===== config.mk =====
export PLATFORM = sky130hd
export DESIGN_NAME = reg_writeback_flat
export DESIGN_NICKNAME = d
export VERILOG_FILES = /design/src/rtl/types.sv /design/src/rtl/reg_writeback_if.sv /design/src/rtl/reg_writeback.sv /design/src/flat_wrapper.sv
export SDC_FILE = /design/constraint.sdc
export NUM_CORES = 1
export LEC_CHECK = 0
export BUFFER_PORTS_ARGS = -buffer_cell sky130_fd_sc_hd__buf_4
export CORE_MARGIN = 3
export CORE_UTILIZATION = 55
export DETAILED_ROUTE_END_ITERATION = 6
export GPL_TIMING_DRIVEN = 0
export PLACE_DENSITY = 0.81
export SETUP_SLACK_MARGIN = 0.4
export SLEW_MARGIN = 40
export SYNTH_ARGS = -nofsm -noshare
export SYNTH_HDL_FRONTEND = slang
export SYNTH_SLANG_ARGS = --single-unit

===== constraint.sdc =====
create_clock -name clk -period 4.69 [get_ports clk]
set_clock_uncertainty 0.05 [all_clocks]
set_input_delay 0.2345 -clock clk [delete_from_list [all_inputs] [get_ports clk]]
set_output_delay 0.2345 -clock clk [all_outputs]
set_load 0.01 [all_outputs]

===== src/rtl/types.sv =====
// Shared CPU datapath types: register selector encoding used by both the source mux
// and the writeback stage, plus the immediate-addressed selector resolution.
package types;

  typedef enum logic [4:0] {
    REG_A              = 5'd0,
    REG_B              = 5'd1,
    REG_TEMPA          = 5'd2,
    REG_TEMPB          = 5'd3,
    REG_XL             = 5'd4,
    REG_XH             = 5'd5,
    REG_XP             = 5'd6,
    REG_YL             = 5'd7,
    REG_YH             = 5'd8,
    REG_YP             = 5'd9,
    REG_SPL            = 5'd10,
    REG_SPH            = 5'd11,
    REG_FLAGS          = 5'd12,
    REG_MX             = 5'd13,
    REG_MY             = 5'd14,
    REG_MSP            = 5'd15,
    REG_MSP_INC        = 5'd16,
    REG_Mn             = 5'd17,
    REG_IMM_ADDR_L     = 5'd18,
    REG_IMM_ADDR_H     = 5'd19,
    REG_IMM_ADDR_P     = 5'd20,
    REG_ALU            = 5'd21,
    REG_ALU_WITH_FLAGS = 5'd22,
    REG_IMML           = 5'd23,
    REG_IMMH           = 5'd24,
    REG_HARDCODED_1    = 5'd25,
    REG_PCSL           = 5'd26,
    REG_PCSH           = 5'd27,
    REG_PCP            = 5'd28
  } reg_type;

  // imm[5:4] picks the group: 0 = RAM nibble Mn, 1 = X nibble, 2 = Y nibble,
  // 3 = {A, B, MX, MY} by imm[1:0]. The L/H/P variant picks the X/Y nibble.
  function automatic reg_type imm_addressed_reg(input reg_type sel, input logic [5:0] imm);
    reg_type res;
    res = sel;
    case (imm[5:4])
      2'b00: res = REG_Mn;
      2'b01: begin
        case (sel)
          REG_IMM_ADDR_L: res = REG_XL;
          REG_IMM_ADDR_H: res = REG_XH;
          default:        res = REG_XP;
        endcase
      end
      2'b10: begin
        case (sel)
          REG_IMM_ADDR_L: res = REG_YL;
          REG_IMM_ADDR_H: res = REG_YH;
          default:        res = REG_YP;
        endcase
      end
      default: begin
        case (imm[1:0])
          2'd0:    res = REG_A;
          2'd1:    res = REG_B;
          2'd2:    res = REG_MX;
          default: res = REG_MY;
        endcase
      end
    endcase
    return res;
  endfunction

endpackage


===== src/rtl/reg_writeback_if.sv =====
// Bundle between the datapath control and the writeback stage: commit controls in,
// architectural register values and the RAM write port out.
interface reg_writeback_if;
  import types::*;

  logic          clk_en;
  logic          write_en;
  reg_type       dest_sel;
  logic [7:0]    immed;
  logic [3:0]    data_in;
  logic          flags_we;
  logic [3:0]    flags_in;
  logic          inc_x;
  logic          inc_y;
  logic          sp_inc;
  logic          sp_dec;

  logic [3:0]    a;
  logic [3:0]    b;
  logic [3:0]    temp_a;
  logic [3:0]    temp_b;
  logic [11:0]   x;
  logic [11:0]   y;
  logic [7:0]    sp;
  logic [3:0]    flags;
  logic          memory_write_en;
  logic [11:0]   memory_write_addr;
  logic [3:0]    memory_write_data;

  modport master (
    output clk_en, write_en, dest_sel, immed, data_in, flags_we, flags_in,
           inc_x, inc_y, sp_inc, sp_dec,
    input  a, b, temp_a, temp_b, x, y, sp, flags,
           memory_write_en, memory_write_addr, memory_write_data
  );

  modport slave (
    input  clk_en, write_en, dest_sel, immed, data_in, flags_we, flags_in,
           inc_x, inc_y, sp_inc, sp_dec,
    output a, b, temp_a, temp_b, x, y, sp, flags,
           memory_write_en, memory_write_addr, memory_write_data
  );

endinterface


===== src/rtl/reg_writeback.sv =====
// CPU writeback stage: owns A, B, TEMPA, TEMPB, X, Y, SP and F, commits the source-mux
// value to a register nibble or RAM nibble, and applies X/Y/SP pointer adjustments.
module reg_writeback
  import types::*;
(
  input  logic            clk,
  input  logic            reset,
  reg_writeback_if.slave  bus
);

  logic [3:0]  a_q, a_d;
  logic [3:0]  b_q, b_d;
  logic [3:0]  temp_a_q, temp_a_d;
  logic [3:0]  temp_b_q, temp_b_d;
  logic [11:0] x_q, x_d;
  logic [11:0] y_q, y_d;
  logic [7:0]  sp_q, sp_d;
  logic [3:0]  flags_q, flags_d;
  logic        mem_we_q, mem_we_d;
  logic [11:0] mem_addr_q, mem_addr_d;
  logic [3:0]  mem_data_q, mem_data_d;

  reg_type     eff_sel;
  logic        commit;
  logic        wr_x;
  logic        wr_y;
  logic        wr_sp;
  logic        mem_hit;
  logic        unused_immed_hi;

  assign unused_immed_hi = ^bus.immed[7:6];

  always_comb begin
    eff_sel = bus.dest_sel;
    if (bus.dest_sel inside {REG_IMM_ADDR_L, REG_IMM_ADDR_H, REG_IMM_ADDR_P}) begin
      eff_sel = imm_addressed_reg(bus.dest_sel, bus.immed[5:0]);
    end
  end

  // A write to any nibble of a pointer suppresses that pointer's whole adjustment.
  assign commit = bus.clk_en & bus.write_en;
  assign wr_x   = commit & (eff_sel inside {REG_XL, REG_XH, REG_XP});
  assign wr_y   = commit & (eff_sel inside {REG_YL, REG_YH, REG_YP});
  assign wr_sp  = commit & (eff_sel inside {REG_SPL, REG_SPH});

  always_comb begin
    // NOTE: every signal gets a hold/default value first so no path leaves it unassigned (no latches).
    a_d        = a_q;
    b_d        = b_q;
    temp_a_d   = temp_a_q;
    temp_b_d   = temp_b_q;
    x_d        = x_q;
    y_d        = y_q;
    sp_d       = sp_q;
    flags_d    = flags_q;
    mem_addr_d = mem_addr_q;
    mem_data_d = mem_data_q;
    mem_hit    = 1'b0;
    mem_we_d   = 1'b0;

    if (bus.clk_en) begin
      if (bus.inc_x && !wr_x) x_d[7:0] = x_q[7:0] + 8'h01;
      if (bus.inc_y && !wr_y) y_d[7:0] = y_q[7:0] + 8'h01;
      if (!wr_sp) begin
        if (bus.sp_inc && !bus.sp_dec)      sp_d = sp_q + 8'h01;
        else if (bus.sp_dec && !bus.sp_inc) sp_d = sp_q - 8'h01;
      end
      if (bus.flags_we) flags_d = bus.flags_in;

      // Explicit writes come last so they override adjustments and flags_we.
      if (bus.write_en) begin
        case (eff_sel)
          REG_A:       a_d          = bus.data_in;
          REG_B:       b_d          = bus.data_in;
          REG_TEMPA:   temp_a_d     = bus.data_in;
          REG_TEMPB:   temp_b_d     = bus.data_in;
          REG_XL:      x_d[3:0]     = bus.data_in;
          REG_XH:      x_d[7:4]     = bus.data_in;
          REG_XP:      x_d[11:8]    = bus.data_in;
          REG_YL:      y_d[3:0]     = bus.data_in;
          REG_YH:      y_d[7:4]     = bus.data_in;
          REG_YP:      y_d[11:8]    = bus.data_in;
          REG_SPL:     sp_d[3:0]    = bus.data_in;
          REG_SPH:     sp_d[7:4]    = bus.data_in;
          REG_FLAGS:   flags_d      = bus.data_in;
          REG_MX: begin
            mem_hit    = 1'b1;
            mem_addr_d = x_q;
          end
          REG_MY: begin
            mem_hit    = 1'b1;
            mem_addr_d = y_q;
          end
          REG_MSP: begin
            mem_hit    = 1'b1;
            mem_addr_d = {4'h0, sp_q};
          end
          REG_MSP_INC: begin
            mem_hit    = 1'b1;
            mem_addr_d = {4'h0, sp_q + 8'h01};
          end
          REG_Mn: begin
            mem_hit    = 1'b1;
            mem_addr_d = {8'h00, bus.immed[3:0]};
          end
          default: ;
        endcase
      end
    end

    // Addresses use the pre-edge pointer values, so LDPX-style writes hit the old X/Y.
    if (mem_hit) begin
      mem_we_d   = 1'b1;
      mem_data_d = bus.data_in;
    end
  end

  always_ff @(posedge clk) begin
    // NOTE: synchronous reset clears every flop here, including a pending write strobe.
    if (reset) begin
      a_q        <= 4'h0;
      b_q        <= 4'h0;
      temp_a_q   <= 4'h0;
      temp_b_q   <= 4'h0;
      x_q        <= 12'h000;
      y_q        <= 12'h000;
      sp_q       <= 8'h00;
      flags_q    <= 4'h0;
      mem_we_q   <= 1'b0;
      mem_addr_q <= 12'h000;
      mem_data_q <= 4'h0;
    end else begin
      // NOTE: non-blocking assignments so all flops update from the same pre-edge values.
      a_q        <= a_d;
      b_q        <= b_d;
      temp_a_q   <= temp_a_d;
      temp_b_q   <= temp_b_d;
      x_q        <= x_d;
      y_q        <= y_d;
      sp_q       <= sp_d;
      flags_q    <= flags_d;
      mem_we_q   <= mem_we_d;
      mem_addr_q <= mem_addr_d;
      mem_data_q <= mem_data_d;
    end
  end

  assign bus.a                 = a_q;
  assign bus.b                 = b_q;
  assign bus.temp_a            = temp_a_q;
  assign bus.temp_b            = temp_b_q;
  assign bus.x                 = x_q;
  assign bus.y                 = y_q;
  assign bus.sp                = sp_q;
  assign bus.flags             = flags_q;
  assign bus.memory_write_en   = mem_we_q;
  assign bus.memory_write_addr = mem_addr_q;
  assign bus.memory_write_data = mem_data_q;

endmodule


===== src/flat_wrapper.sv =====
// flat-port wrapper written by rule: the top's interface ports become plain ports
module reg_writeback_flat import types::*;
  (clk, reset, bus_clk_en, bus_write_en, bus_dest_sel, bus_immed, bus_data_in, bus_flags_we, bus_flags_in, bus_inc_x, bus_inc_y, bus_sp_inc, bus_sp_dec, bus_a, bus_b, bus_temp_a, bus_temp_b, bus_x, bus_y, bus_sp, bus_flags, bus_memory_write_en, bus_memory_write_addr, bus_memory_write_data);
  reg_writeback_if bus_i ();
  input  logic clk;
  input  logic reset;
  input wire logic [$bits(bus_i.clk_en)-1:0] bus_clk_en;
  input wire logic [$bits(bus_i.write_en)-1:0] bus_write_en;
  input wire logic [$bits(bus_i.dest_sel)-1:0] bus_dest_sel;
  input wire logic [$bits(bus_i.immed)-1:0] bus_immed;
  input wire logic [$bits(bus_i.data_in)-1:0] bus_data_in;
  input wire logic [$bits(bus_i.flags_we)-1:0] bus_flags_we;
  input wire logic [$bits(bus_i.flags_in)-1:0] bus_flags_in;
  input wire logic [$bits(bus_i.inc_x)-1:0] bus_inc_x;
  input wire logic [$bits(bus_i.inc_y)-1:0] bus_inc_y;
  input wire logic [$bits(bus_i.sp_inc)-1:0] bus_sp_inc;
  input wire logic [$bits(bus_i.sp_dec)-1:0] bus_sp_dec;
  output wire logic [$bits(bus_i.a)-1:0] bus_a;
  output wire logic [$bits(bus_i.b)-1:0] bus_b;
  output wire logic [$bits(bus_i.temp_a)-1:0] bus_temp_a;
  output wire logic [$bits(bus_i.temp_b)-1:0] bus_temp_b;
  output wire logic [$bits(bus_i.x)-1:0] bus_x;
  output wire logic [$bits(bus_i.y)-1:0] bus_y;
  output wire logic [$bits(bus_i.sp)-1:0] bus_sp;
  output wire logic [$bits(bus_i.flags)-1:0] bus_flags;
  output wire logic [$bits(bus_i.memory_write_en)-1:0] bus_memory_write_en;
  output wire logic [$bits(bus_i.memory_write_addr)-1:0] bus_memory_write_addr;
  output wire logic [$bits(bus_i.memory_write_data)-1:0] bus_memory_write_data;
  assign bus_i.clk_en = bus_clk_en;
  assign bus_i.write_en = bus_write_en;
  assign bus_i.dest_sel = bus_dest_sel;
  assign bus_i.immed = bus_immed;
  assign bus_i.data_in = bus_data_in;
  assign bus_i.flags_we = bus_flags_we;
  assign bus_i.flags_in = bus_flags_in;
  assign bus_i.inc_x = bus_inc_x;
  assign bus_i.inc_y = bus_inc_y;
  assign bus_i.sp_inc = bus_sp_inc;
  assign bus_i.sp_dec = bus_sp_dec;
  assign bus_a = bus_i.a;
  assign bus_b = bus_i.b;
  assign bus_temp_a = bus_i.temp_a;
  assign bus_temp_b = bus_i.temp_b;
  assign bus_x = bus_i.x;
  assign bus_y = bus_i.y;
  assign bus_sp = bus_i.sp;
  assign bus_flags = bus_i.flags;
  assign bus_memory_write_en = bus_i.memory_write_en;
  assign bus_memory_write_addr = bus_i.memory_write_addr;
  assign bus_memory_write_data = bus_i.memory_write_data;
  reg_writeback u_core (.clk(clk), .reset(reset), .bus(bus_i));
endmodule

# After elaboration in Yosys (flattened, before gate mapping)
# Index checks and enable logic that the tools add are counted.
[totals] out_inout_bits=69 regBits=69 word_cells=96 input_bits=30
[op_classes] n_addsub=4 n_mux=27 bitwise=4 reduce_logical=24 n_eq_ne=24
[op_table] cell="$mux W8" count=8
[op_table] cell="$pmux W12 S5" count=1
[op_table] cell="$eq A5 B4 Y1 const B" count=8
[op_table] cell="$mux W4" count=9
[op_table] cell="$eq A5 B5 Y1 const B" count=5
[op_table] cell="$add A8 B1 Y8 const B" count=3
[op_table] cell="$reduce_and A3 Y1" count=7
[op_table] cell="$eq A5 B3 Y1 const B" count=4
[op_table] cell="$pmux W5 S3" count=1
[op_table] cell="$pmux W4 S3" count=1
[op_table] cell="$eq A5 B2 Y1 const B" count=2
[op_table] cell="$reduce_bool A3 Y1" count=3
[op_table] cell="$pmux W4 S2" count=1
[op_table] cell="$sub A8 B1 Y8 const B" count=1
[op_table] cell="$eq A5 B1 Y1 const B" count=1
[op_table] cell="$logic_not A5 Y1" count=1
[op_table] cell="$mux W5" count=1
[op_table] cell="$reduce_bool A5 Y1" count=1
[op_table] cell="$reduce_or A5 Y1" count=1
[op_table] cell="$and A1 B1 Y1" count=4
[op_table] cell="$eq A2 B1 Y1 const B" count=2
[op_table] cell="$eq A2 B2 Y1 const B" count=2
[op_table] cell="$logic_and A1 B1 Y1" count=4
[op_table] cell="$logic_not A1 Y1" count=4
[op_table] cell="4 further kinds" count=8

# Logic depth before layout (Yosys ltp)
# Gate-level depths: netlist of the first run.
[depth] word_depth=12 ltp_mapped=11 ltp_nobuf=9

# Least setup slack after synthesis of the first run
# Ideal clock, no wire load.
[synth_path] path_type="input to register" start="input port bus_immed[0]" end="register u_core.mem_addr_q[2], in the netlist u_core.bus.memory_write_addr[2]" setup_time_ns=0.134 setup_slack_ns=2.170 n_path_buf=1 required_time_ns=4.506 arrival_ns=2.336 cell_stages=10 cell_sequence="inv_1 ha_1 or3b_2 a32oi_2 a21o_2 nand2_1 and2_1 buf_2 a221oi_1 a211oi_1"
[synth_between] elab_chain_cells=7 elab_cells_between_ends=14 classes_between="eq/ne: 7; mux: 4; reduce/logical: 3"
[synth_lines] item="from (decl)" line="flat_wrapper.sv:10" text="input wire logic [$bits(bus_i.immed)-1:0] bus_immed;"
[synth_lines] item="$eq A2 B2 Y1, or another cell as far along" line="types.sv:59" text="case (imm[1:0])"
[synth_lines] item="$pmux W4 S3 *" line="types.sv:59"
[synth_lines] item="$pmux W5 S3 *" line="types.sv:42" text="case (imm[5:4])"
[synth_lines] item="$mux W5 *" line="reg_writeback.sv:35" text="if (bus.dest_sel inside {REG_IMM_ADDR_L, REG_IMM_ADDR_H, REG_IMM_ADDR_P}) begin"
[synth_lines] item="$eq A5 B4 Y1 / $eq A5 B5 Y1 (equally long branches)" line="reg_writeback.sv:72" text="case (eff_sel)"
[synth_lines] item="$reduce_bool A5 Y1 (no source line)"
[synth_lines] item="$reduce_and A3 Y1 (no source line)"
[synth_lines] item="to (signal assigned)" line="reg_writeback.sv:143" text="mem_addr_q <= mem_addr_d;"
[synth_lines] item="to (decl)" line="reg_writeback.sv:20" text="logic [11:0] mem_addr_q, mem_addr_d;"
# Mark *: on every way between the ends. The rest lies on a longest branch, timed or not.
# A chain may end at the register's enable or synchronous reset.

# Final worst setup path of the first run
[layout_path] start="input port bus_dest_sel[0]" end="register u_core.x_q[6], in the netlist u_core.bus.x[6]"
[layout_between] elab_chain_cells=12 elab_cells_between_ends=18 classes_between="eq/ne: 6; mux: 7; bitwise: 1; reduce/logical: 4"
[layout_lines] item="from (decl)" line="flat_wrapper.sv:9" text="input wire logic [$bits(bus_i.dest_sel)-1:0] bus_dest_sel;"
[layout_lines] item="$eq A5 B5 Y1" line="types.sv:45, types.sv:52, reg_writeback.sv:35"
[layout_lines] item="$pmux W4 S2 / $pmux W2 S2 (equally long branches)" line="types.sv:52, types.sv:45"
[layout_lines] item="$pmux W5 S3" line="types.sv:42"
[layout_lines] item="$mux W5 *" line="reg_writeback.sv:35"
[layout_lines] item="$eq A5 B3 Y1 (on tied branches)" line="reg_writeback.sv:42, reg_writeback.sv:72"
[layout_lines] item="$reduce_bool A3 Y1" line="reg_writeback.sv:42" text="assign wr_x = commit & (eff_sel inside {REG_XL, REG_XH, REG_XP});"
[layout_lines] item="$and A1 B1 Y1" line="reg_writeback.sv:42"
[layout_lines] item="$logic_not A1 Y1" line="reg_writeback.sv:62" text="if (bus.inc_x && !wr_x) x_d[7:0] = x_q[7:0] + 8'h01;"
[layout_lines] item="$logic_and A1 B1 Y1" line="reg_writeback.sv:62"
[layout_lines] item="$mux W8" line="reg_writeback.sv:62"
[layout_lines] item="$mux W4" line="reg_writeback.sv:72"
[layout_lines] item="$mux W8 *" line="reg_writeback.sv:71" text="if (bus.write_en) begin"
[layout_lines] item="to (signal assigned)" line="reg_writeback.sv:125" text="x_q <= 12'h000;"
[layout_lines] item="to (signal assigned)" line="reg_writeback.sv:138" text="x_q <= x_d;"
[layout_lines] item="to (decl)" line="reg_writeback.sv:15" text="logic [11:0] x_q, x_d;"
# Marks and branches as above.

==> flow_summary_export.csv, run 1 <==
group,metric,value,unit
layout,multi_input_area,0.00276,mm2
cts,cts_made_buffers,9,
detailed_routing,wl_per_cell,19.9,um
floorplanning,die_w,95.1,um
placed_design,dp_hpwl,10.8,mm
detailed_routing,routed_wl,14.8,mm
yosys,synth.largest_area_cell,"dfxtp_1",
grt,grt_overflow,0,
worst_hold_path,min_to,"u_core.bus.y[5]",
detailed_routing,routed-via-count,4890,
cts,cts_repair_resize_count,0,
timing,fmax,378,MHz
power,leakagePower,2.08,nW
detailed_routing,wl_met2,6.81,mm
timing,setup_viol,0,
layout,antenna_cells,0,
grt,antenna_found_initial,0,
grt,grt_pass1_wl,23.3,mm
floorplanning,dieArea,0.00904,mm2
placed_design,portBuffers,92,
critical_path,worstSetupEndpointType,"register",
floorplanning,core_area,0.00749,mm2
worst_hold_path,min_from,"bus_inc_y",
power,irDropWorstVdd,0.225,mV
detailed_routing,dr.pass1.iters,5,
floorplanning,start_util,58.3,%
yosys,synth_area_leaders,"dfxtp_1 (32%), mux2i_1 (7.6%), nor2_1 (5.6%)",
cts,cts_hold_buf,0,
status,status,"complete, no violations",
cts,cts_setup_buffers,0,
critical_path,crit_fanout,10,
cts,cts_buffer_depth,2,
floorplanning,die_h,95.1,um
critical_path,rr_startpoint,"u_core.bus.sp[1]",
critical_path,rrSetupSlack,2.50,ns
yosys,synth_area,0.00436,mm2
yosys,ys_ff_latch,69,
yosys,syn_nets,575,
power,powerDensity,272,mW/mm2
critical_path,worstRegToRegCells,7,
critical_path,critical-path-max-stage-delay,0.51,ns
yosys,synth_cell_type_count,76,
timing,finalCritPeriodShare,56.4,%
floorplanning,rows,31,
yosys,async_reset_ff_share,0,%
grt,grt_max_degree,13,
detailed_routing,met3_length,1.47,mm
critical_path,start_kind,"primary input",
yosys,ys_seq_area_share,31.7,%
cts,cts_sinks,69,
cts,cts_tree,"yes",
grt,grtUsageTotal,33.1,%
cts,cts-root-buf,"clkbuf_8",
cts,clkTransAtPathRegs,0.09,ns
critical_path,required,4.86,ns
layout,drive_above_1_share,22.4,%
timing,fin_tns_setup,0,ns
yosys,syn_inst,539,
placed_design,place_congestion,0.956,
layout,fill_cells,631,
yosys,synth_edf_count,0,
yosys,ys.flop_type,"dfxtp_1",
detailed_routing,drt-met1-wl,6.09,mm
layout,final_nets,678,
yosys,yosysWarningCount,0,
critical_path,cp_cell_sequence,"buf_4 -> or3b_1 -> a21oi_1 -> a22o_1 -> clkbuf_1 -> nand4_1 -> nor3b_1 -> nand4_1 -> a31oi_1",
yosys,synth.most_common_cell,"dfxtp_1",
timing,grt_setup_unrepaired,"no",
timing,hold_violations,0,
critical_path,worstSetupPathType,"in -> reg",
detailed_routing,ant_nets,0,
critical_path,crit_path_top_delay_cell,"nand4_1",
detailed_routing,post-route-drc-count,0,
critical_path,worstPathArrival,2.81,ns
timing,slew_viol_final,0,
yosys,synth_commonest_cells,"dfxtp_1 (69), nor2_1 (65), nand2_1 (41), a21oi_1 (40), mux2i_1 (33)",
detailed_routing,drtIter0Drc,406,
yosys,synth_area_per_cell,8.10,um2
worst_hold_path,hold_class,"in -> reg",
floorplanning,num_io_pins,99,
worst_hold_path,worstHoldPathCells,4,
grt,grt_pass1_vias,4608,
timing,relSlewSlack,47.7,%
yosys,synth_top_area_share,31.7,%
timing,setup_ws,2.05,ns
placed_design,place_ws,1.68,ns
critical_path,reg2reg_to,"u_core.bus.memory_write_addr[6]",
run,cap_violations,0,
timing,tightest_slew,0.778,ns
detailed_routing,top_layer,"met4",
cts,clk_latency,0.36,ns
critical_path,cpMostUsedCell,"nand4_1",
cts,htree_levels,3,
timing,period_minus_slack,2.64,ns
detailed_routing,viasPerCell,6.56,
layout,syn_to_final_growth,23.7,%
layout,regArea,0.00138,mm2
[how the worst max path moves through the flow]
stage,slack [ns],to,cells after the start,from
global placement,1.76,u_core.bus.memory_write_addr[8],11,bus_immed[0]
CTS,2.06,u_core.bus.sp[3],10,bus_immed[0]
global route,1.88,u_core.bus.x[6],9,bus_dest_sel[0]
detailed placement,1.68,u_core.bus.sp[3],10,bus_immed[0]
finish,2.05,u_core.bus.x[6],9,bus_dest_sel[0]
floorplan,2.17,u_core.bus.memory_write_addr[2],10,bus_immed[0]
[sequential cells by signal (all words and copies together), names as in the netlist]
name,cells
u_core.bus.a,4
u_core.bus.y,12
u_core.bus.b,4
u_core.bus.memory_write_en,1
u_core.bus.x,12
u_core.bus.memory_write_data,4
u_core.bus.sp,8
u_core.bus.temp_b,4
u_core.bus.memory_write_addr,12
u_core.bus.flags,4
u_core.bus.temp_a,4
[power by group]
group	switching, mW	leakage, nW	internal (mW)	total (mW)
clock	0.255	0.109	0.298	0.552
sequential	0.0216	0.559	0.605	0.626
combinational	0.176	1.41	0.114	0.291
[critical path: cells and delay by family]
family / cells / cell delay (ns)
buffers and inverters: 2 / 0.57
AO/OA/AOI/OAI: 3 / 0.64
AND/OR/NAND/NOR: 4 / 1.36
[layout by cell type (no fill, tap or decap), types with 10 or more instances in the layout]
master    count
clkbuf_1     28
nand2_1      41
dfxtp_1      69
inv_1        18
nor3_1       13
nor2_1       65
a221oi_1     13
a211oi_1     14
nand4_1      15
nand3_1      15
mux2i_1      33
buf_4        93
a21oi_1      40
o22ai_1      10
[stage by stage]
step                utilization, %  instance area [um2]  power, mW  cells  hold slack, ns
detailed placement            69.2                 5180      0.921    730           0.401
CTS                           72.0                 5390       1.46    745           0.225
floorplan                        -                 4360      0.815    539           0.418
global route                  72.1                 5400       1.52    745           0.235
global placement              69.2                 5180      0.915    730           0.397
finish                        72.1                 5400       1.47    745           0.228
[metal layers]
layer	up-vias	GRT usage [%]
met5	-	0
met4	0	12.6
met3	44	6.71
met2	295	53.9
met1	2327	43.2
li1	2224	-
[cell type report]
cell class	count	share of cell area [%]
Clock buffer	9	2.30
Buffer	39	2.99
Tap cell	99	2.30
Multi-Input combinational cell	413	51.1
Inverter	18	1.25
Timing Repair Buffer	92	12.8
Clock inverter	6	1.62
Sequential cell	69	25.6
[cells by family after synthesis]
group / synth area share [%]
and+or+nand+nor: 26.5
DFF: 31.7
AOI/OAI and AO/OA: 25.5
adders and majority gates: 1.72
buffers and inverters: 5.25
xor gates and xnor gates: 1.00
muxes: 8.34
Power figures use the tool's default switching activity.
==> run 2: changes to the inputs <==
--- a/config.mk
+++ b/config.mk
@@ -5,12 +5,13 @@
 export SDC_FILE = /design/constraint.sdc
 export NUM_CORES = 1
 export LEC_CHECK = 0
+export ABC_AREA = 1
 export BUFFER_PORTS_ARGS = -buffer_cell sky130_fd_sc_hd__buf_4
 export CORE_MARGIN = 3
-export CORE_UTILIZATION = 55
+export CORE_UTILIZATION = 49
 export DETAILED_ROUTE_END_ITERATION = 6
 export GPL_TIMING_DRIVEN = 0
-export PLACE_DENSITY = 0.81
+export PLACE_DENSITY = 0.77
 export SETUP_SLACK_MARGIN = 0.4
 export SLEW_MARGIN = 40
 export SYNTH_ARGS = -nofsm -noshare
==> constraint.sdc (replaced) <==
create_clock -name clk -period 2.15 [get_ports clk]
set_clock_uncertainty 0.05 [all_clocks]
set_input_delay 0.1075 -clock clk [delete_from_list [all_inputs] [get_ports clk]]
set_output_delay 0.1075 -clock clk [all_outputs]
set_load 0.01 [all_outputs]
==> run 2 against run 1 <==
Net effect: synthesized cell count increased by 24%; sequential cell count unchanged; hold slack worse by 0.20 ns; die area is 9.7% higher; critical path type unchanged.
==> flow_summary_export.csv, run 2 <==
group,metric,value,unit
critical_path,worstSetupPathType,"in -> reg",
timing,fmax,545,MHz
timing,finalCritPeriodShare,85.4,%
yosys,ys_seq_area_share,32.2,%
cts,cts_buffer_depth,2,
floorplanning,die_w,99.6,um
layout,mostFrequentLayoutCell,"nand2_1",
detailed_routing,post-route-drc-count,0,
grt,grt_max_degree,14,
yosys,synth_edf_count,0,
power,irDropWorstVdd,0.278,mV
grt,grt_pass1_wl,23.0,mm
critical_path,start_kind,"primary input",
critical_path,crit_fanout,6,
detailed_routing,viasPerCell,5.83,
layout,fin_area,0.00618,mm2
yosys,synth_area,0.00429,mm2
power,leakagePower,2.76,nW
detailed_routing,dr.pass1.iters,5,
timing,grt_setup_unrepaired,"yes",
critical_path,cp_num_buf_inv,4,
critical_path,cp_top_family,"simple AND/OR/NAND/NOR gates",
floorplanning,die_h,99.6,um
cts,clkTransAtPathRegs,0.08,ns
placed_design,placed_cell_area,0.00514,mm2
layout,drive_above_1_share,31.5,%
grt,grtUsageTotal,29.0,%
yosys,yosysWarningCount,0,
critical_path,cp_cell_sequence,"buf_4 -> inv_1 -> nor2_1 -> nand3_2 -> nand2_2 -> nor2_1 -> nor2_2 -> nand2_4 -> nor2_4 -> buf_6 -> buf_4 -> nand3_1 -> o21ai_0 -> nor2_1 -> nand2_1 -> nand2_1 -> a21oi_1",
yosys,ys.flop_type,"dfxtp_1",
grt,grt_overflow,0,
timing,relSlewSlack,50.5,%
yosys,synth_area_leaders,"dfxtp_1 (32%), nand2_1 (14%), a21oi_1 (8.2%)",
detailed_routing,drtIter0Drc,593,
placed_design,place_congestion,0.950,
yosys,synth_area_per_cell,6.41,um2
yosys,ys_ff_latch,69,
floorplanning,start_util,51.4,%
run,cap_violations,0,
detailed_routing,wl_per_cell,17.5,um
yosys,synth_cell_type_count,38,
worst_hold_path,hold_class,"in -> reg",
placed_design,portBuffers,90,
floorplanning,num_io_pins,99,
placed_design,dp_hpwl,10.4,mm
yosys,async_reset_ff_share,0,%
timing,hold_violations,0,
detailed_routing,routed_wl,16.0,mm
cts,clk_latency,0.36,ns
critical_path,worstPathArrival,2.08,ns
timing,tightest_slew,0.742,ns
layout,syn_to_final_growth,44.0,%
critical_path,crit_path_top_delay_cell,"nor2_2",
yosys,synth.largest_area_cell,"dfxtp_1",
detailed_routing,ant_nets,0,
timing,slew_viol_final,0,
timing,setup_ws,0.315,ns
critical_path,worstSetupEndpointType,"register",
layout,final_core_util,74.0,%
detailed_routing,routed-via-count,5346,
cts,cts_hold_buf,0,
status,status,"complete, no violations",
critical_path,critical-path-max-stage-delay,0.18,ns
yosys,synth.most_common_cell,"nand2_1",
grt,grt_pass1_vias,4503,
yosys,syn_nets,705,
critical_path,rrSetupSlack,0.45,ns
grt,antenna_found_initial,0,
timing,setup_viol,0,
floorplanning,dieArea,0.00991,mm2
cts,cts-root-buf,"clkbuf_8",
critical_path,cpMostUsedCell,"nor2_1",
layout,final_cell_mix,"nand2_1 (144), buf_4 (117), a21oi_1 (68)",
timing,period_minus_slack,1.84,ns
floorplanning,rows,33,
yosys,synth_top_area_share,32.2,%
power,powerDensity,542,mW/mm2
cts,cts_made_buffers,9,
yosys,syn_inst,669,
placed_design,place_ws,-0.159,ns
layout,final_nets,843,
cts,htree_levels,3,
cts,cts_tree,"yes",
floorplanning,core_area,0.00834,mm2
critical_path,required,2.39,ns
cts,cts_sinks,69,
layout,antenna_cells,0,
yosys,synth_commonest_cells,"nand2_1 (162), a21oi_1 (70), dfxtp_1 (69), inv_1 (63), nand3_1 (62)",
## run 2: cell types whose count changed after synthesis, sizes merged, moves of 27 or more
| cell | before | now |
|---|---|---|
| a21oi | 43 | 70 |
| nand3 | 15 | 64 |
| inv | 18 | 70 |
| nand2 | 42 | 172 |
| mux2i | 33 | 4 |
| o21ai | 9 | 61 |
## run 2: worst reg2reg max path: stages, from the launching register on
cell	delay (ns)
dfxtp_4	0.38
ha_2	0.20
xor2_1	0.16
a221o_1	0.32
nand2_1	0.05
o21ai_0	0.07
nor2_1	0.10
nor2_1	0.05
a21oi_1	0.12
nor2_1	0.05
## run 2: area by class of cell
type                       count  area [um2]
buffer                        26         144
clock buffer                  10         138
clock inverter                 6        93.8
fill                         654        2160
inverter                      73         312
multi-input combinational    503        2970
sequential                    69        1400
tap                          105         131
timing repair buffer         125         991
## run 2: cells by family (layout without fill, tap and decap cells)
group	count (synthesis)	in the layout	synth area share [%]
simple gates	321	323	33.1
compound gates	151	151	19.2
buf+inv	99	240	8.93
flops	69	69	32.2
xor+xnor	19	19	3.88
fa+ha+maj	6	6	1.75
mux	4	4	0.934
## run 2: per-layer routing
layer | part of all wire [%] | global-route usage, % | vias up | wire, um
met4 | 4.0 | 7.88 | 0 | 647
met2 | 46 | 47.2 | 331 | 7400
li1 | - | - | 2503 | -
met5 | 0 | 0 | - | 0
met3 | 9.5 | 5.61 | 77 | 1530
met1 | 40 | 39.5 | 2435 | 6460
## run 2: through the flow
step           std cells  TNS (ns)  total power [mW]  hold slack (ns)
4_1_cts              891         0              3.19           0.0317
6_report             917         0              3.35           0.0300
2_1_floorplan        669         0              1.72            0.203
3_5_place_dp         864     -2.09              1.92            0.392
3_3_place_gp         864     -1.11              1.91            0.383
5_1_grt              917         0              3.47           0.0500
## run 2: timing repair
action	CTS	global route
gates resized for setup	33	117
setup endpoints to repair	40	64
setup buffers	11	23
gates cloned	0	3
hold endpoints to repair	0	0
pin swaps	13	45
## run 2: final timing paths
kind                                        from                         endpoint  cells past startpoint
worst max-delay path             bus_dest_sel[4]  u_core.bus.memory_write_addr[3]                     17
worst min-delay path              bus_data_in[0]  u_core.bus.memory_write_data[0]                      3
worst max register to register  u_core.bus.sp[0]                 u_core.bus.sp[2]                      9
worst min register to register   u_core.bus.b[1]                  u_core.bus.b[1]                      2
## run 2: power by group
part	total, mW	internal (mW)	leakage [nW]	switching [mW]
sequential	1.35	1.31	0.562	0.0423
combinational	0.734	0.284	2.08	0.450
clock	1.26	0.695	0.113	0.563
total	3.35	2.29	2.76	1.05
==> run 3: changes to the inputs <==
--- a/config.mk
+++ b/config.mk
@@ -8,10 +8,9 @@
 export ABC_AREA = 1
 export BUFFER_PORTS_ARGS = -buffer_cell sky130_fd_sc_hd__buf_4
 export CORE_MARGIN = 3
-export CORE_UTILIZATION = 49
+export CORE_UTILIZATION = 30
 export DETAILED_ROUTE_END_ITERATION = 6
 export GPL_TIMING_DRIVEN = 0
-export PLACE_DENSITY = 0.77
 export SETUP_SLACK_MARGIN = 0.4
 export SLEW_MARGIN = 40
 export SYNTH_ARGS = -nofsm -noshare
==> run 3 against run 2 <==
Net effect: hold slack improved by 0.038 ns; combinational power increased by 2%; cell area increased by 5.4%; sequential share of layout area decreased by 1.2 points; register-to-register slack improved by 0.02 ns; critical path depth unchanged; largest cell class unchanged; largest power group is now clock; highest routed layer unchanged.
==> flow_summary_export.csv, run 3 (synthesis results as in run 2) <==
group,metric,value,unit
timing,period_minus_slack,1.78,ns
layout,mostFrequentLayoutCell,"nand2_1",
critical_path,crit_fanout,8,
status,status,"complete, no violations",
layout,syn_to_final_growth,51.8,%
cts,cts_sinks,69,
cts,clk_latency,0.34,ns
grt,grt_max_degree,14,
cts,clkTransAtPathRegs,0.06,ns
detailed_routing,routed_wl,15.7,mm
power,powerDensity,582,mW/mm2
cts,cts_buffer_depth,2,
timing,setup_viol,0,
critical_path,worstPathArrival,1.99,ns
layout,fill_cells,1400,
grt,grt_pass1_vias,4229,
placed_design,dp_cells,939,
power,irDropWorstVdd,0.414,mV
placed_design,portBuffers,90,
floorplanning,die_h,126,um
timing,finalCritPeriodShare,82.6,%
layout,final_core_util,46.7,%
layout,antenna_cells,0,
floorplanning,core_area,0.0139,mm2
detailed_routing,dr.pass1.iters,5,
floorplanning,num_io_pins,99,
timing,hold_violations,0,
run,cap_violations,0,
critical_path,required,2.37,ns
floorplanning,die_w,126,um
floorplanning,dieArea,0.0158,mm2
grt,grt_pass1_wl,23.0,mm
placed_design,place_congestion,0.868,
detailed_routing,wl_per_cell,15.8,um
cts,htree_levels,3,
critical_path,crit_path_top_delay_cell,"o21ai_4",
grt,antenna_found_initial,0,
detailed_routing,viasPerCell,5.01,
power,leakagePower,2.90,nW
floorplanning,rows,43,
layout,drive_above_1_share,35.4,%
cts,cts_hold_buf,0,
detailed_routing,ant_nets,0,
detailed_routing,drtIter0Drc,389,
layout,final_cell_mix,"nand2_1 (129), buf_4 (119), dfxtp_1 (63)",
detailed_routing,post-route-drc-count,0,
critical_path,worstSetupEndpointType,"register",
cts,cts_tree,"yes",
detailed_routing,routed-via-count,4976,
placed_design,dp_hpwl,10.9,mm
timing,relSlewSlack,52.2,%
critical_path,cp_cell_sequence,"buf_8 -> nor2_4 -> nand3_4 -> nand2_4 -> inv_2 -> o21ai_4 -> buf_6 -> nand2_4 -> nor2_4 -> inv_4 -> nor2_4 -> nand2_4 -> nand2_8 -> nand2_2 -> nand3_2 -> nand2_2 -> a21oi_2",
grt,grt_overflow,0,
layout,final_nets,845,
worst_hold_path,hold_class,"in -> reg",
critical_path,worstSetupPathType,"in -> reg",
cts,cts_made_buffers,9,
timing,fmax,563,MHz
layout,finalNonFillerCells,994,
cts,cts-root-buf,"clkbuf_16",
timing,grt_setup_unrepaired,"yes",
critical_path,critical-path-max-stage-delay,0.20,ns
critical_path,start_kind,"primary input",
timing,slew_viol_final,0,
timing,tightest_slew,0.716,ns
timing,fin_tns_setup,0,ns
critical_path,cp_num_buf_inv,4,
critical_path,cp_top_family,"simple AND/OR/NAND/NOR gates",
floorplanning,start_util,30.8,%
grt,grtUsageTotal,18.2,%
-- run 3: repair_timing --
item                                    in CTS  in global routing
endpoints found under the setup margin      48                 63
buffers inserted                            10                 26
pin swaps                                   14                 64
resized for setup                           44                131
gates cloned                                 0                  3
-- run 3: tightest hold or removal path, delay by kind of cell --
| kind | cells | cell delay, ns |
|---|---|---|
| compound gates | 1 | 0.08 |
| buf+inv | 1 | 0.15 |
| simple gates | 1 | 0.08 |
-- run 3: per-stage QoR --
| step | power, mW | worst slack, ns | area [um2] | hold WS, ns |
|---|---|---|---|---|
| after global placement | 1.92 | -0.203 | 5240 | 0.385 |
| after detailed placement | 1.93 | -0.212 | 5240 | 0.388 |
| final | 3.79 | 0.374 | 6510 | 0.0678 |
| after global routing | 3.92 | 0.259 | 6510 | 0.0930 |
| after floorplan | 1.72 | 0.390 | 4340 | 0.203 |
| after CTS | 3.62 | 0.397 | 5800 | 0.0678 |
-- run 3: routing by layer --
layer,part of all wire [%],GRT usage [%],routed length [um]
met2,45,28.4,7010
met3,6.8,3.72,1070
met5,0,0,0
met1,45,25.6,7070
met4,3.7,4.78,577
-- run 3: final cells by class --
type / instances / area [um2] / share of cell area (%)
clock inverter: 6 / 93.8 / 1.44
buffer: 26 / 144 / 2.21
sequential: 69 / 1390 / 21.4
timing repair buffer: 127 / 1020 / 15.7
multi-input combinational: 503 / 3090 / 47.5
clock buffer: 10 / 239 / 3.67
tap: 180 / 225 / 3.46
inverter: 73 / 300 / 4.61
-- run 3: path summary, 6_finish.rpt --
kind	slack (ns)	startpoint	cells after the start	endpoint
worst max-delay path	0.37	bus_dest_sel[2]	17	u_core.bus.x[2]
worst min-delay path	0.07	bus_data_in[0]	3	u_core.bus.memory_write_data[0]
worst max register to register	0.47	u_core.bus.sp[0]	9	u_core.bus.sp[2]
worst min register to register	0.39	u_core.bus.b[2]	2	u_core.bus.b[2]
-- run 3: power breakdown --
| part | internal [mW] | switching [mW] |
|---|---|---|
| combinational | 0.304 | 0.448 |
| sequential | 1.31 | 0.0454 |
| clock | 1.06 | 0.619 |
| total | 2.68 | 1.11 |
